--- src/rtl/mem_rb_pkg.sv ---
// Shared types and constants for the memory readback streamer.
package mem_rb_pkg;

    localparam int ADDR_W = 32;

    typedef enum logic [1:0] {
        IDLE,
        RUN,
        DRAIN
    } rb_state_t;

    function automatic logic [ADDR_W-1:0] wrap_inc(input logic [ADDR_W-1:0] a,
                                                   input logic [ADDR_W-1:0] last);
        return (a == last) ? '0 : a + 1'b1;
    endfunction

endpackage

--- src/rtl/rb_fifo.sv ---
// Two-entry buffer holding words returned by the memory read port.
module rb_fifo #(
    parameter int WID_MEM = 16
) (
    input  logic               clk,
    input  logic               reset,
    input  logic               push,
    input  logic               pop,
    input  logic [WID_MEM-1:0] din,
    output logic [WID_MEM-1:0] dout,
    output logic               full,
    output logic               empty,
    output logic [1:0]         count
);

    logic [WID_MEM-1:0] slot [2];
    logic               wr_ptr;
    logic               rd_ptr;
    logic               do_push;
    logic               do_pop;

    assign full    = (count == 2'd2);
    assign empty   = (count == 2'd0);
    assign do_push = push && !full;
    assign do_pop  = pop && !empty;
    assign dout    = slot[rd_ptr];

    always_ff @(posedge clk or negedge reset) begin
        if (!reset) begin
            slot[0] <= '0;
            slot[1] <= '0;
            wr_ptr  <= 1'b0;
            rd_ptr  <= 1'b0;
            count   <= '0;
        end else begin
            if (do_push) begin
                slot[wr_ptr] <= din;
                wr_ptr       <= ~wr_ptr;
            end
            if (do_pop) begin
                rd_ptr <= ~rd_ptr;
            end
            count <= count + {1'b0, do_push} - {1'b0, do_pop};
        end
    end

endmodule

--- src/rtl/mem_readback.sv ---
// Streams len words from a synchronous-read memory, starting at start_addr,
// onto a valid/ready interface with last-beat marking.
module mem_readback
    import mem_rb_pkg::*;
#(
    parameter int WID_MEM   = 16,
    parameter int DEPTH_MEM = 8192
) (
    input  logic              clk,
    input  logic              reset,
    input  logic              start,
    input  logic [ADDR_W-1:0] start_addr,
    input  logic [ADDR_W-1:0] len,
    output logic [ADDR_W-1:0] raddr,
    input  logic [WID_MEM-1:0] rdata,
    output logic [WID_MEM-1:0] m_data,
    output logic              m_valid,
    input  logic              m_ready,
    output logic              m_last,
    output logic              busy,
    output logic              done,
    output logic              err
);

    localparam logic [ADDR_W-1:0] DEPTH_W   = ADDR_W'(DEPTH_MEM);
    localparam logic [ADDR_W-1:0] LAST_ADDR = ADDR_W'(DEPTH_MEM - 1);

    rb_state_t         state;
    logic [ADDR_W-1:0] rem_rd;
    logic [ADDR_W-1:0] rem_out;
    logic              rd_pend;
    logic              issue;
    logic              pop;
    logic              fifo_push;
    logic              fifo_full;
    logic              fifo_empty;
    logic [1:0]        fifo_count;
    logic [2:0]        occ;

    rb_fifo #(
        .WID_MEM(WID_MEM)
    ) u_fifo (
        .clk  (clk),
        .reset(reset),
        .push (fifo_push),
        .pop  (pop),
        .din  (rdata),
        .dout (m_data),
        .full (fifo_full),
        .empty(fifo_empty),
        .count(fifo_count)
    );

    assign m_valid   = !fifo_empty;
    assign m_last    = m_valid && (rem_out == ADDR_W'(1));
    assign fifo_push = rd_pend && !fifo_full;

    // A read counts as issued at the edge where the memory samples raddr;
    // rd_pend then marks its data arriving on rdata for the following edge.
    always_comb begin
        pop   = m_valid && m_ready;
        occ   = {1'b0, fifo_count} + {2'b0, rd_pend};
        issue = (state == RUN) && (rem_rd != '0) && (occ < (3'd2 + {2'b0, pop}));
    end

    always_ff @(posedge clk or negedge reset) begin
        if (!reset) begin
            state   <= IDLE;
            raddr   <= '0;
            rem_rd  <= '0;
            rem_out <= '0;
            rd_pend <= 1'b0;
            busy    <= 1'b0;
            done    <= 1'b0;
            err     <= 1'b0;
        end else begin
            done    <= 1'b0;
            err     <= 1'b0;
            rd_pend <= issue;
            if (pop) begin
                rem_out <= rem_out - 1'b1;
            end
            unique case (state)
                IDLE: begin
                    if (start) begin
                        if (start_addr >= DEPTH_W) begin
                            err <= 1'b1;
                        end else if (len == '0) begin
                            done <= 1'b1;
                        end else begin
                            raddr   <= start_addr;
                            rem_rd  <= len;
                            rem_out <= len;
                            busy    <= 1'b1;
                            state   <= RUN;
                        end
                    end
                end
                RUN: begin
                    if (issue) begin
                        raddr  <= wrap_inc(raddr, LAST_ADDR);
                        rem_rd <= rem_rd - 1'b1;
                        if (rem_rd == ADDR_W'(1)) begin
                            state <= DRAIN;
                        end
                    end
                end
                DRAIN: begin
                    if (pop && m_last) begin
                        busy  <= 1'b0;
                        done  <= 1'b1;
                        state <= IDLE;
                    end
                end
                default: state <= IDLE;
            endcase
        end
    end

endmodule
--- config.mk ---
export PLATFORM = sky130hd
export DESIGN_NAME = mem_readback
export DESIGN_NICKNAME = d
export VERILOG_FILES = /design/src/rtl/mem_rb_pkg.sv /design/src/rtl/rb_fifo.sv /design/src/rtl/mem_readback.sv
export SDC_FILE = /design/constraint.sdc
export NUM_CORES = 1
export LEC_CHECK = 0
export ABC_AREA = 1
export CAP_MARGIN = 20
export CELL_PAD_IN_SITES_DETAIL_PLACEMENT = 0
export CELL_PAD_IN_SITES_GLOBAL_PLACEMENT = 1
export CORE_UTILIZATION = 39
export CTS_BUF_LIST = sky130_fd_sc_hd__clkbuf_4 sky130_fd_sc_hd__clkbuf_8
export DETAILED_ROUTE_END_ITERATION = 12
export PLACE_DENSITY = 0.93
export SLEW_MARGIN = 40
export SYNTH_ARGS = -nofsm -noshare
export SYNTH_HDL_FRONTEND = slang
export SYNTH_SLANG_ARGS = --single-unit
--- constraint.sdc ---
create_clock -name clk -period 2.26 [get_ports clk]
set_input_delay 0.452 -clock clk [delete_from_list [all_inputs] [get_ports clk]]
set_output_delay 0.452 -clock clk [all_outputs]
set_load 0.05 [all_outputs]
==> flow_summary.yaml, run 1 <==
timing:
  clock-skew-final_ns: 0.0194
  finalCriticalPeriod_ns: 2.26
  tightest_slew_ns: 0.550
  rsz0062_at_grt: "true"
  slew_viol_final: 0
  relSlewSlack_pct: 63.2
  fmaxAchievable_mhz: 442
  setup_slack_ns: -0.000934
  period_share_pct: 100
  final_hold_viol_count: 0
  setup_violations: 1
grt:
  grt_most_used_layer: "met2"
  antenna_found_initial: 0
  grt_pass1_wl_um: 45800
  grt_pass1_vias: 9134
  grt_overflow: 0
  grt_util_met2_pct: 39.4
  use_met3_pct: 4.12
  grt_usage_pct: 24.1
  grt_use_met1_pct: 32.7
  grt_max_degree: 66
final_layout:
  nNetsFinal: 1741
  multi_input_area_um2: 5090
  final_common_cell: "nand2_1"
  ff_latch_area_um2: 3460
  final_cells: 1973
  drive_gt1_share_pct: 11.5
  final_cell_mix: "618 x nand2_1, 179 x nor2_1, 136 x dfrtp_1, 119 x inv_1, 95 x clkdlybuf4s50_1"
  antenna_cells: 0
  final_util_pct: 52.4
  fillers: 2311
  area_growth_pct: 30.9
yosys:
  ys_seq_area_share_pct: 37.8
  yosysWarnings: 0
  syn_nets: 1539
  syn_area_per_cell_um2: 6.33
  ys_ff_latch: 138
  yosysTopAreaCellShare_pct: 37.8
  synth_cells: 1445
  synth_top_cell_by_area: "dfrtp_1"
  synth_cell_types: 38
  ys_top_cells_by_area: "dfrtp_1 38%, nand2_1 25%, nor2_1 7.8%"
  netlist_area_um2: 9140
die:
  ios: 137
  die_y_um: 155
  rows: 55
  die_area_um2: 24100
  initial_utilization_pct: 40.0
  core_um2: 22800
  die_x_um: 155
critical_path:
  rr_worst_depth: 11
  worstPathArrival_ns: 1.81
  reg2reg_from: "rem_rd[23]"
  rrSetupSlack_ns: 0.22
  crit_type: "reg -> out"
  worstPathMaxFanout: 3
  start_kind: "flip-flop"
  worstSetupEndpointType: "output port"
  required_ns: 1.81
  reg2reg_to: "raddr[4]"
power:
  finalPower_mw: 16.6
  p_per_area_nw_per_um2: 1390
  p_leak_nw: 6.22
  vdd_ir_drop_max_uv: 796
detailed_routing:
  vias: 9683
  ant_nets: 0
  dr.pass1.iters: 6
  wl_um: 28300
  drt-initial-drc-count: 669
  drc: 0
  wire_per_inst_um: 14.3
  avgViaCountPerCell: 4.91
run_status:
  status: "finished with violations"
  violations: "setup timing"
placement:
  dpl.hpwl_um: 21100
  routabilityCongestion: 0.915
  preCtsSetupSlack_ns: -0.220
  io_buffers: 136
  place_inst: 1934
cts:
  cts_tree: "done"
  h-tree-depth: 4
  clk_pin_slew_worst_paths_ns: 0.09
  cts_buffers: 17
  clockBufferDepth: 2
  cts.sinks: 138
  worstSkewPairLatency_ns: 0.46
  root_buffer: "clkbuf_8"
hold_path:
  hold_end: "u_fifo.slot[31]"
  hold_class: "reg -> reg"
  hold_path_depth: 2
  hold_start: "u_fifo.slot[31]"
run:
  max_cap_violations: 0
area by class of cell:
class	count	area share, %
multi-input combinational	1139	42.6
timing repair buffer	225	17.9
tap	313	3.27
sequential	138	28.9
clock buffer	17	1.96
inverter	126	3.98
clock inverter	15	1.47
state kept, by name, indices dropped and copies added, names as in the netlist:
register	flops
rem_out	32
u_fifo.rd_ptr	1
done	1
raddr	32
u_fifo.wr_ptr	1
u_fifo.slot	32
rd_pend	1
rem_rd	32
busy	1
u_fifo.count	2
state	2
err	1
worst max path at each step:
stage                    from          end  slack, ns  cells past startpoint
4_1_cts           rem_out[18]       m_last      -0.03                      7
2_1_floorplan        raddr[0]     raddr[0]       0.22                     12
3_3_place_gp   start_addr[30]  rem_out[17]      -0.17                     13
3_5_place_dp   start_addr[15]   rem_out[8]      -0.22                     11
6_report           rem_out[1]       m_last    -0.0009                      7
5_1_grt            rem_out[1]       m_last      -0.10                      7
logic make-up after synthesis:
kind of cell    share of synthesized area, %
mux                                    0.219
fa+ha+maj                               1.37
compound gates                          7.90
buf+inv                                 7.39
xor+xnor                                2.40
simple gates                            43.0
flops                                   37.8
metrics by stage:
step,hold WS (ns),setup TNS (ns),area [µm²]
after floorplan,0.156,0,9140
after global placement,0.443,-8.89,11400
after detailed placement,0.452,-13.21,11400
after CTS,0.495,-0.0280,11900
after global routing,0.511,-0.100,12000
final,0.492,-0.000934,12000
Yosys cell counts, drive strengths merged:
library cell and instances:
xnor2 10, inv 124, a31o 1, a22oi 1
ha 10, o31ai 2, o21a 1, nor3 9
and3 2, o22ai 1, dfrtp 138, nand2 622
o21ai 94, xor2 15, mux2i 2, nor2 202
a21o 3, clkinv 2, clkbuf 23, or2 10
nand3b 3, o21bai 6, nand4 24, buf 19
a21boi 4, a21oi 21, and2 2, nor3b 3
nand3 91
power by group:
part           internal, mW  leakage [nW]  switching, mW
logic                  3.59          4.29           6.30
registers              3.46          1.74           1.08
clock network          1.02         0.196           1.13
per-layer routing:
metal / vias to the layer above / part of all wire [%]
met5: - / 0
li1: 4922 / -
met1: 4406 / 47
met3: 31 / 5.7
met2: 324 / 45
met4: 0 / 1.7
repair_timing:
action,in CTS,in global routing
resized for setup,29,20
pin swaps,2,1
endpoints found under the hold margin,46,0
buffers inserted,0,6
endpoints found under the setup margin,17,24
hold buffers,1,0
worst max-delay path, stage by stage (launching register included):
cell     delay [ns]
dfrtp_1        0.41
inv_2          0.09
ha_4           0.14
nor3b_4        0.21
nand2_1        0.10
nor2_2         0.10
and2_4         0.18
buf_12         0.13
Power figures use the tool's default switching activity.
==> run 2: changes to the inputs <==
PLACE_DENSITY = 0.83   (was 0.93)
==> run 2 against run 1 <==
  * The flow now finishes without violations
  * Combinational power is 6.1% lower
  * Clock power hardly changed
  * Fmax is 2.1% higher
  * Critical path depth stayed put
  * Hold slack worse by 0.011 ns
  * Clock-buffer cell count stayed put
  * Clock skew is 0.0011 ns higher
  * Wire length hardly changed
  * Final cell count is 0.41% lower
  * Core utilization is 0.64 points lower
  * Register-to-register slack better by 0.04 ns
  * Flip-flop and latch count stayed put
==> flow_summary.yaml, run 2 (synthesis results as in run 1) <==
final_layout:
  final_util_pct: 51.7
  stdcell_area_um2: 11800
  nNetsFinal: 1733
  antenna_cells: 0
  drive_gt1_share_pct: 10.8
  area_growth_pct: 29.3
  final_common_cell: "nand2_1"
  final_cell_mix: "619 x nand2_1, 178 x nor2_1, 136 x dfrtp_1, 121 x inv_1"
grt:
  grt_usage_pct: 24.6
  grt_overflow: 0
  grt_pass1_vias: 9047
  antenna_found_initial: 0
  grt_pass1_wl_um: 46300
  grt_max_degree: 52
timing:
  timing.hold.ws_ns: 0.481
  fmaxAchievable_mhz: 452
  period_share_pct: 98.0
  final_hold_viol_count: 0
  tightest_slew_ns: 0.538
  setup_violations: 0
  rsz0062_at_grt: "true"
  setup_slack_ns: 0.0453
  finalCriticalPeriod_ns: 2.21
  relSlewSlack_pct: 64.0
  clock-skew-final_ns: 0.0205
  slew_viol_final: 0
critical_path:
  reg2reg_from: "rem_rd[21]"
  path_cells: "inv_1 > ha_1 > nor3b_2 > nand2_1 > nor2_2 > and2_4 > buf_12"
  start_kind: "flip-flop"
  cp_top_family: "simple AND/OR/NAND/NOR gates"
  required_ns: 1.81
  crit_path_end: "m_last"
  worstSetupEndpointType: "output port"
  worstPathMaxFanout: 3
  crit_type: "reg -> out"
  path_buf_inv: 2
  rrSetupSlack_ns: 0.26
  worst-path-stages: 7
  rr_worst_depth: 11
  max_stage_delay_ns: 0.40
  crit_slowest_cell: "dfrtp_1"
  startpoint: "rem_out[1]"
  worstPathArrival_ns: 1.76
  reg2reg_to: "raddr[29]"
power:
  p_per_area_nw_per_um2: 1350
  p_leak_nw: 6.21
  p_sw_mw: 8.41
  cellInternalPower_mw: 7.50
  finalPower_mw: 15.9
  clkPwrFrac_pct: 13.4
  vdd_ir_drop_max_uv: 950
  sw_frac_of_total_pct: 52.9
  pwr-share-comb_pct: 58.4
  power.share.sequential_pct: 28.2
placement:
  dpl-instance-area_um2: 11300
  preCtsSetupSlack_ns: -0.231
  routabilityCongestion: 0.909
  dpl.hpwl_um: 21500
  io_buffers: 136
cts:
  post-cts-setup-buffers: 0
  cts.sinks: 138
  cts_tree: "done"
  clockBufferDepth: 2
  root_buffer: "clkbuf_8"
  h-tree-depth: 4
  worstSkewPairLatency_ns: 0.46
  cts_buffers: 17
  clk_pin_slew_worst_paths_ns: 0.10
hold_path:
  hold_class: "in -> async"
detailed_routing:
  wl_met3_um: 1340
  wire_per_inst_um: 14.4
  wl_met1_um: 13800
  avgViaCountPerCell: 4.83
  ant_nets: 0
  highest_layer: "met4"
  dr.pass1.iters: 5
  drc: 0
  vias: 9496
  wl_um: 28300
  drt-initial-drc-count: 712
  met2_length_um: 12800
die:
  core_um2: 22800
  die_y_um: 155
  initial_utilization_pct: 40.0
  die_area_um2: 24100
  die_x_um: 155
  rows: 55
  ios: 137
run:
  max_cap_violations: 0
run_status:
  status: "finished, final reports clean"
## run 2: area by class of cell
class / count / area (µm²)
fillers: 2379 / 11000
multi-input cells: 1139 / 5060
flip-flops and latches: 138 / 3460
repair buffers: 217 / 2030
inverters: 126 / 477
well taps: 313 / 392
clock buffers: 17 / 234
clock inverters: 15 / 173
## run 2: worst reg2reg max path: stages (launching register included)
cell and delay (ns):
dfrtp_1 0.45, nor2_1 0.19, nand2_1 0.11, nor2_2 0.17
nand2_1 0.15, o21ai_2 0.20, nand2_1 0.09, nand2_2 0.13
inv_2 0.09, buf_12 0.16, nand2_1 0.10, nand2_1 0.05
## run 2: worst min-delay path by stage
stage | startpoint | end | slack, ns | cells after the start
6_report | reset | u_fifo.slot[22] | 0.48 | 2
5_1_grt | reset | u_fifo.slot[22] | 0.50 | 2
4_1_cts | reset | u_fifo.slot[22] | 0.49 | 2
3_5_place_dp | reset | u_fifo.slot[22] | 0.43 | 1
3_3_place_gp | reset | u_fifo.slot[22] | 0.43 | 1
2_1_floorplan | reset | busy | 0.16 | 0
## run 2: power groups by stage
stage / registers, mW / clock network (mW) / logic (mW)
finish: 4.48 / 2.14 / 9.29
detailed placement: 4.48 / 0 / 9.39
CTS: 4.45 / 2.20 / 9.36
global route: 4.64 / 2.31 / 10.4
global placement: 4.48 / 0 / 9.22
floorplan: 5.16 / 0 / 5.69
## run 2: metal layers
layer	track usage (%)	vias to the layer above
met4	6.51	0
met1	34.8	4320
li1	-	4917
met2	39.1	234
met3	3.76	25
met5	0	-
## run 2: repair_timing
item	4_1_cts	5_1_grt
hold endpoints to repair	42	0
setup endpoints to repair	15	45
resized for setup	20	23
hold buffers	1	0
pin swaps	2	0
## run 2: metrics by stage
stage / instances / setup TNS, ns
floorplan: 1445 / 0
global placement: 1932 / -4.63
detailed placement: 1932 / -7.41
CTS: 1965 / -0.0368
global route: 1965 / -0.101
finish: 1965 / 0
